## src/rtl/counter_pkg.sv

```systemverilog
// Shared definitions for step_counter: direction encoding and parameter legality check.
package counter_pkg;

  localparam logic DIR_UP   = 1'b0;
  localparam logic DIR_DOWN = 1'b1;

  // Legal configuration: 2 <= modulo <= 2**dw and 1 <= step < modulo.
  function automatic bit params_ok(input int dw, input int step, input int modulo);
    longint lim;
    lim = longint'(1) << dw;
    return (dw >= 1) && (dw <= 31) && (modulo >= 2) && (longint'(modulo) <= lim) &&
           (step >= 1) && (step < modulo);
  endfunction

endpackage

```

## src/rtl/step_counter_next.sv

```systemverilog
// Combinational next-count and wrap for one enabled step of step_counter.
// STEP_COUNTER_SATURATE_EN selects clamp-at-boundary instead of modulo wrap-around.
module step_counter_next
  import counter_pkg::*;
#(
  parameter int DATA_WIDTH = 8,
  parameter int STEP       = 1,
  parameter int MODULO     = 2**DATA_WIDTH
) (
  input  logic [DATA_WIDTH-1:0] count_i,
  input  logic                  down_i,
  output logic [DATA_WIDTH-1:0] next_o,
  output logic                  wrap_o
);

  // One guard bit keeps MODULO = 2**DATA_WIDTH representable.
  localparam logic [DATA_WIDTH:0] STEP_X = (DATA_WIDTH+1)'(STEP);
  localparam logic [DATA_WIDTH:0] MOD_X  = (DATA_WIDTH+1)'(MODULO);
`ifdef STEP_COUNTER_SATURATE_EN
  localparam logic [DATA_WIDTH:0] MAX_X  = (DATA_WIDTH+1)'(MODULO - 1);
`endif

  logic [DATA_WIDTH:0] cnt_x;
  logic [DATA_WIDTH:0] sum_x;
  logic [DATA_WIDTH:0] nxt_x;

  always_comb begin
    cnt_x  = {1'b0, count_i};
    sum_x  = cnt_x + STEP_X;
    nxt_x  = cnt_x;
    wrap_o = 1'b0;
    if (down_i == DIR_UP) begin
      if (sum_x >= MOD_X) begin
        wrap_o = 1'b1;
`ifdef STEP_COUNTER_SATURATE_EN
        nxt_x  = MAX_X;
`else
        nxt_x  = sum_x - MOD_X;
`endif
      end else begin
        nxt_x = sum_x;
      end
    end else begin
      if (cnt_x >= STEP_X) begin
        nxt_x = cnt_x - STEP_X;
      end else begin
        wrap_o = 1'b1;
`ifdef STEP_COUNTER_SATURATE_EN
        nxt_x  = '0;
`else
        // cnt < STEP here, so the modular sum lands back inside [0, MODULO).
        nxt_x  = cnt_x + MOD_X - STEP_X;
`endif
      end
    end
    next_o = DATA_WIDTH'(nxt_x);
  end

endmodule

```

## src/rtl/step_counter.sv

```systemverilog
// Modulo up/down counter with configurable step, sync clear/load and registered wrap/load_err.
// Build option STEP_COUNTER_SATURATE_EN: saturate at the range limits instead of wrapping.
module step_counter
  import counter_pkg::*;
#(
  parameter int DATA_WIDTH = 8,
  parameter int STEP       = 1,
  parameter int MODULO     = 2**DATA_WIDTH
) (
  input  logic                  clk,
  input  logic                  rst_n,
  input  logic                  clr,
  input  logic                  load,
  input  logic [DATA_WIDTH-1:0] load_val,
  input  logic                  en,
  input  logic                  down,
  output logic [DATA_WIDTH-1:0] count,
  output logic                  wrap,
  output logic                  load_err
);

  if (!params_ok(DATA_WIDTH, STEP, MODULO)) begin : g_bad_params
    $error("step_counter: illegal DATA_WIDTH/STEP/MODULO combination");
  end

  localparam logic [DATA_WIDTH:0]   MOD_X = (DATA_WIDTH+1)'(MODULO);
  localparam logic [DATA_WIDTH-1:0] MAX_V = DATA_WIDTH'(MODULO - 1);

  logic [DATA_WIDTH-1:0] count_q, count_d;
  logic                  wrap_q, wrap_d;
  logic                  load_err_q, load_err_d;
  logic [DATA_WIDTH-1:0] step_cnt;
  logic                  step_wrap;

  step_counter_next #(
    .DATA_WIDTH (DATA_WIDTH),
    .STEP       (STEP),
    .MODULO     (MODULO)
  ) u_next (
    .count_i (count_q),
    .down_i  (down),
    .next_o  (step_cnt),
    .wrap_o  (step_wrap)
  );

  // clr > load > en > hold; the pulse outputs default low every cycle.
  always_comb begin
    count_d    = count_q;
    wrap_d     = 1'b0;
    load_err_d = 1'b0;
    if (clr) begin
      count_d = '0;
    end else if (load) begin
      if ({1'b0, load_val} < MOD_X) begin
        count_d = load_val;
      end else begin
        count_d    = MAX_V;
        load_err_d = 1'b1;
      end
    end else if (en) begin
      count_d = step_cnt;
      wrap_d  = step_wrap;
    end
  end

  always_ff @(posedge clk or negedge rst_n) begin
    if (!rst_n) begin
      count_q    <= '0;
      wrap_q     <= 1'b0;
      load_err_q <= 1'b0;
    end else begin
      count_q    <= count_d;
      wrap_q     <= wrap_d;
      load_err_q <= load_err_d;
    end
  end

  assign count    = count_q;
  assign wrap     = wrap_q;
  assign load_err = load_err_q;

endmodule
```

## config.mk

```make
export PLATFORM = sky130hd
export DESIGN_NAME = step_counter
export DESIGN_NICKNAME = d
export VERILOG_FILES = /design/src/rtl/counter_pkg.sv /design/src/rtl/step_counter_next.sv /design/src/rtl/step_counter.sv
export SDC_FILE = /design/constraint.sdc
export NUM_CORES = 1
export LEC_CHECK = 0
export ABC_AREA = 1
export BUFFER_PORTS_ARGS = -buffer_cell sky130_fd_sc_hd__buf_2
export CORE_MARGIN = 3
export CORE_UTILIZATION = 45
export CTS_CLUSTER_DIAMETER = 200
export DETAILED_ROUTE_END_ITERATION = 8
export PLACE_DENSITY = 0.69
export SLEW_MARGIN = 25
export SYNTH_ARGS = -nofsm -noshare
export SYNTH_HDL_FRONTEND = slang
export SYNTH_SLANG_ARGS = --single-unit
```

## constraint.sdc

```tcl
create_clock -name clk -period 2.15 [get_ports clk]
set_input_delay 0.43 -clock clk [delete_from_list [all_inputs] [get_ports clk]]
set_output_delay 0.43 -clock clk [all_outputs]
set_load 0.02 [all_outputs]
```

# Yosys cells after proc, flatten, opt, wreduce, memory -nomap -nowiden
# Cells that the tools add are included.
dict set report totals {
  register_bits 9
  inputBits 14
}
dict set report classes {
  n_addsub 5
  n_lt_le_gt_ge 2
  muxes 12
  n_reduce_logical 1
}
# operator count
set op_table {}
lappend op_table {{$mux W8} 6}
lappend op_table {{$sub A8 B1 Y8 const B} 3}
lappend op_table {{$add A8 B1 Y9 const B} 1}
lappend op_table {{$ge A9 B9 Y1 const B} 1}
lappend op_table {{$add A8 B1 Y8 const B} 1}
lappend op_table {{$ge A8 B1 Y1 const B} 1}
lappend op_table {{$mux W1} 6}
lappend op_table {{$reduce_bool A3 Y1} 1}

# Longest topological paths before layout
dict set report depth {
  ltp_word 7
  mapped_depth 9
  ltp_nobuf 9
}

# Cells and area by module
# From an unflattened synthesis, not the netlist that was laid out.
dict set report hier_totals {
  hier_cells 140
  hier_area_um2 863.3
}
# mod n_inst cells_per_inst area_per_inst_um2 seq_area_each_um2
set modules_own_cells {}
lappend modules_own_cells {step_counter 1 67 496.7 225.2}
lappend modules_own_cells {step_counter_next 1 73 366.6 0.0}

# Least setup slack after synthesis
# Ideal clock, no wire load.
dict set report synth_timing {
  kind {reg2reg}
  from {reg count_q[0], in the netlist count[0]}
  to {reg count_q[6], in the netlist count[6]}
  setup_time_ns 0.120
  arrival_ns 1.354
  setup_slack_ns 0.676
  path_stages_with_launch 10
  n_path_buf 0
  synth_period_minus_slack_ns 1.474
  path_cell_list {dfrtp_1 inv_1 ha_1 nand2_2 nor2_2 nand3_2 nand3_1 nand2_1 o21ai_1 nand2_1}
}
dict set report synth_between {
  elab_chain_len 7
  elab_cells_between_ends 13
  cone_classes {5 x add/sub; 2 x order compare; 6 x mux}
}
# item line_no
set synth_lines {}
lappend synth_lines {{from (decl)} step_counter.sv:29} ;# logic [DATA_WIDTH-1:0] count_q, count_d;
lappend synth_lines {{from (signal assigned)} step_counter.sv:72} ;# count_q <= count_d;
lappend synth_lines {{$add A8 B1 Y9 or $add A8 B1 Y8 (tied branches)} {step_counter_next.sv:29, step_counter_next.sv:52}}
lappend synth_lines {{$sub A8 B1 Y8, or another cell as far along} step_counter_next.sv:38} ;# nxt_x = sum_x - MOD_X;
lappend synth_lines {{$mux W8 (on tied branches)} {step_counter_next.sv:33, step_counter_next.sv:44}}
lappend synth_lines {{$mux W8 *} step_counter_next.sv:32} ;# if (down_i == DIR_UP) begin
lappend synth_lines {{$mux W8 *} step_counter.sv:60} ;# end else if (en) begin
lappend synth_lines {{$mux W8 *} step_counter.sv:53} ;# end else if (load) begin
lappend synth_lines {{$mux W8 *} step_counter.sv:51} ;# if (clr) begin
# Every way passes the cells marked *; elsewhere a longest branch is shown, timed or not. The select of a mux whose other input is x is not followed.
# A chain may end at the register's enable or synchronous reset.

# Final worst setup path
# Same ends and word-level chain as after synthesis.

==> results.cfg <==
[placement]
hpwl_mm = 1.63
place.port_buffers = 22
placed_area_sq_um = 883
gp_congestion = 0.893

[clock_tree]
cts_setup_buffers = 0
cts_buffer_depth = 2
cts_tree = yes
cts_resized = 0
holdBufCountCts = 0
cts-buffers-inserted = 3
clk_latency_ps = 270
htreeDepth = 1
cts-root-buf = clkbuf_4
cts.sinks = 9
clkTransAtPathRegs_ps = 70

[global_route]
grt_start_max_net_pins = 14
grt_antenna_before_repair = 0
grt_overflow = 0
track_usage_pct = 21.6
grt_pass1_vias = 799
grt_pass1_wl_mm = 3.49

[cells_and_area]
final_layout_size_suffix_gt1_share_pct = 26.4
utilization_pct = 58.3
design_area_sq_um = 910
fin_nets = 162
insertedDiodeCount = 0
area_growth_pct = 18.4

[power_and_ir_drop]
p_int_mw = 0.317
power_frac_seq_pct = 40.0
vdd_ir_drop_max_mv = 0.331
clockPowerShare_pct = 27.1
power_leakage_nw = 0.484
comb_power_share_pct = 32.9
switching_share_pct = 40.1
p_total_mw = 0.529
cellPowerDensity_nw_per_um2 = 581
switchingPower_mw = 0.212

[sta]
slew_violations = 0
finClkSkew_ps = 4.64
fmax_mhz = 632
holdWs_ps = 8.25
period_minus_slack_ps = 1580
hold_viol = 0
rsz0062_at_grt = no
final.setup.tns_ps = 0
setup_viol = 0
finalCritPeriodShare_pct = 73.6

[synthesis]
synth_ff_type = dfrtp_1
syn-num-nets = 137
yosysTopAreaCellShare_pct = 29.3
async_flop_share_pct = 100
yosysSeqAreaShare_pct = 29.3
synth_cell_types = 23
synth_edf_count = 0
synth.avg_cell_area_sq_um = 6.40
synth_most_common_cell = nand2_1
yosys_warnings = 0
synthesis.area_sq_um = 768
yosysTopAreaCell = dfrtp_1
yosys-top-cells-area = dfrtp_1 (29%), nand2_1 (14%), nand3_1 (10%), nor2_1 (8.8%), inv_1 (5.4%)
syn_inst = 120
synthTopCellsByCount = nand2_1 (28), nor2_1 (18), nand3_1 (16)
synth-seq-cells = 9

[floorplan]
die_w_microns = 47.3
die_h_microns = 47.3
core_sq_um = 1560
start_util_pct = 49.3
num_rows = 14
io_pins = 24
die_area_sq_um = 2240

[routing]
drtIter0Drc = 24
postRouteAntennaNets = 0
vias = 866
via_per_inst = 5.41
finalWirelength_mm = 2.11
routedWlPerCell_microns = 13.2
drc = 0
first_pass_iters = 4

[critical_path]
critical_path_class = reg -> reg
setup.worst_path.start = count[0]$_DFFE_PN0P_
critPathRequiredTime_ps = 2310
cp_max_fo = 6
crit_arrival_ps = 1740
rrSetupSlack_ps = 570
r2r-start = count[0]$_DFFE_PN0P_
startpoint_type = register
r2r_end = count[6]$_DFFE_PN0P_
worst_r2r_path_depth = 9
crit_path_end_kind = register
worst_setup_path_endpoint = count[6]$_DFFE_PN0P_

[run_status]
outcome = finished, final reports clean

[min_path]
hold_class = in -> async

[flow_run]
max-cap-violations = 0
==> sequential cells by signal (all words and copies together) (netlist names) <==
| name | flops |
|---|---|
| count | 8 |
| wrap | 1 |
==> power groups by stage <==
stage                     clock [mW]  combinational [mW]  sequential (mW)
after floorplan                    0               0.102            0.227
after global placement             0               0.172            0.213
after detailed placement           0               0.173            0.214
after CTS                      0.140               0.175            0.211
after global routing           0.151               0.197            0.216
final                          0.143               0.174            0.211
==> worst min path at each step <==
stage / endpoint / depth (start not counted)
3_5_place_dp: count[7]$_DFFE_PN0P_ / 1
5_1_grt: count[1]$_DFFE_PN0P_ / 1
2_1_floorplan: count[0]$_DFFE_PN0P_ / 0
6_report: count[1]$_DFFE_PN0P_ / 1
3_3_place_gp: count[5]$_DFFE_PN0P_ / 1
4_1_cts: count[4]$_DFFE_PN0P_ / 1
==> layout by cell type (no fill, tap or decap) <==
cell type / netlist / final
clkbuf_4: 1 / 3
a21oi_1: 5 / 5
buf_2: 0 / 22
nand3_1: 16 / 16
o21ai_1: 1 / 1
o22ai_1: 2 / 2
inv_2: 4 / 4
ha_1: 3 / 3
nor2_4: 1 / 1
clkbuf_1: 0 / 1
nor2_2: 2 / 2
o21ai_0: 5 / 5
o21ai_2: 1 / 1
conb_1: 1 / 1
nand4_1: 2 / 2
nand2_2: 4 / 4
dfrtp_1: 9 / 9
o31ai_1: 1 / 1
nand3b_1: 1 / 1
inv_1: 11 / 11
nor2_1: 18 / 18
o211ai_1: 2 / 2
nand3_2: 1 / 1
nand2_1: 28 / 28
==> area by class of cell <==
type / instances / area (sq um)
Timing Repair Buffer: 22 / 110
Multi-Input combinational cell: 94 / 472
Fill cell: 156 / 649
Clock buffer: 4 / 26.3
Tap cell: 16 / 20.0
Sequential cell: 9 / 225
Inverter: 15 / 56.3
==> critical path, stage by stage (launching register included) <==
cell	delay, ps
dfrtp_1	450
inv_1	190
ha_1	220
nand2_2	80
nor2_2	90
nand3_2	90
nand3_1	100
nand2_1	50
o21ai_1	130
nand2_1	60
==> per-stage QoR <==
stage	instances	setup slack (ps)
2_1_floorplan	120	676
3_3_place_gp	156	714
3_5_place_dp	156	602
4_1_cts	160	588
5_1_grt	160	432
6_report	160	567
==> logic make-up after synthesis <==
family | count (synthesis) | synth area share, %
flops | 9 | 29.3
buf+inv | 17 | 9.28
other cells | 1 | 0.488
fa+ha+maj | 3 | 4.89
compound gates | 17 | 12.9
simple gates | 73 | 43.2
==> layer usage <==
metal  share of wire [%]  GRT usage (%)  vias up  routed length [microns]
met5                   0              0        -                        0
met4                0.47           3.87        0                       10
met3                 4.9           3.45        2                      104
met2                  48           34.0       30                     1010
met1                  47           31.1      393                      987
li1                    -              -      441                        -
(Power assumes the default switching activity.)
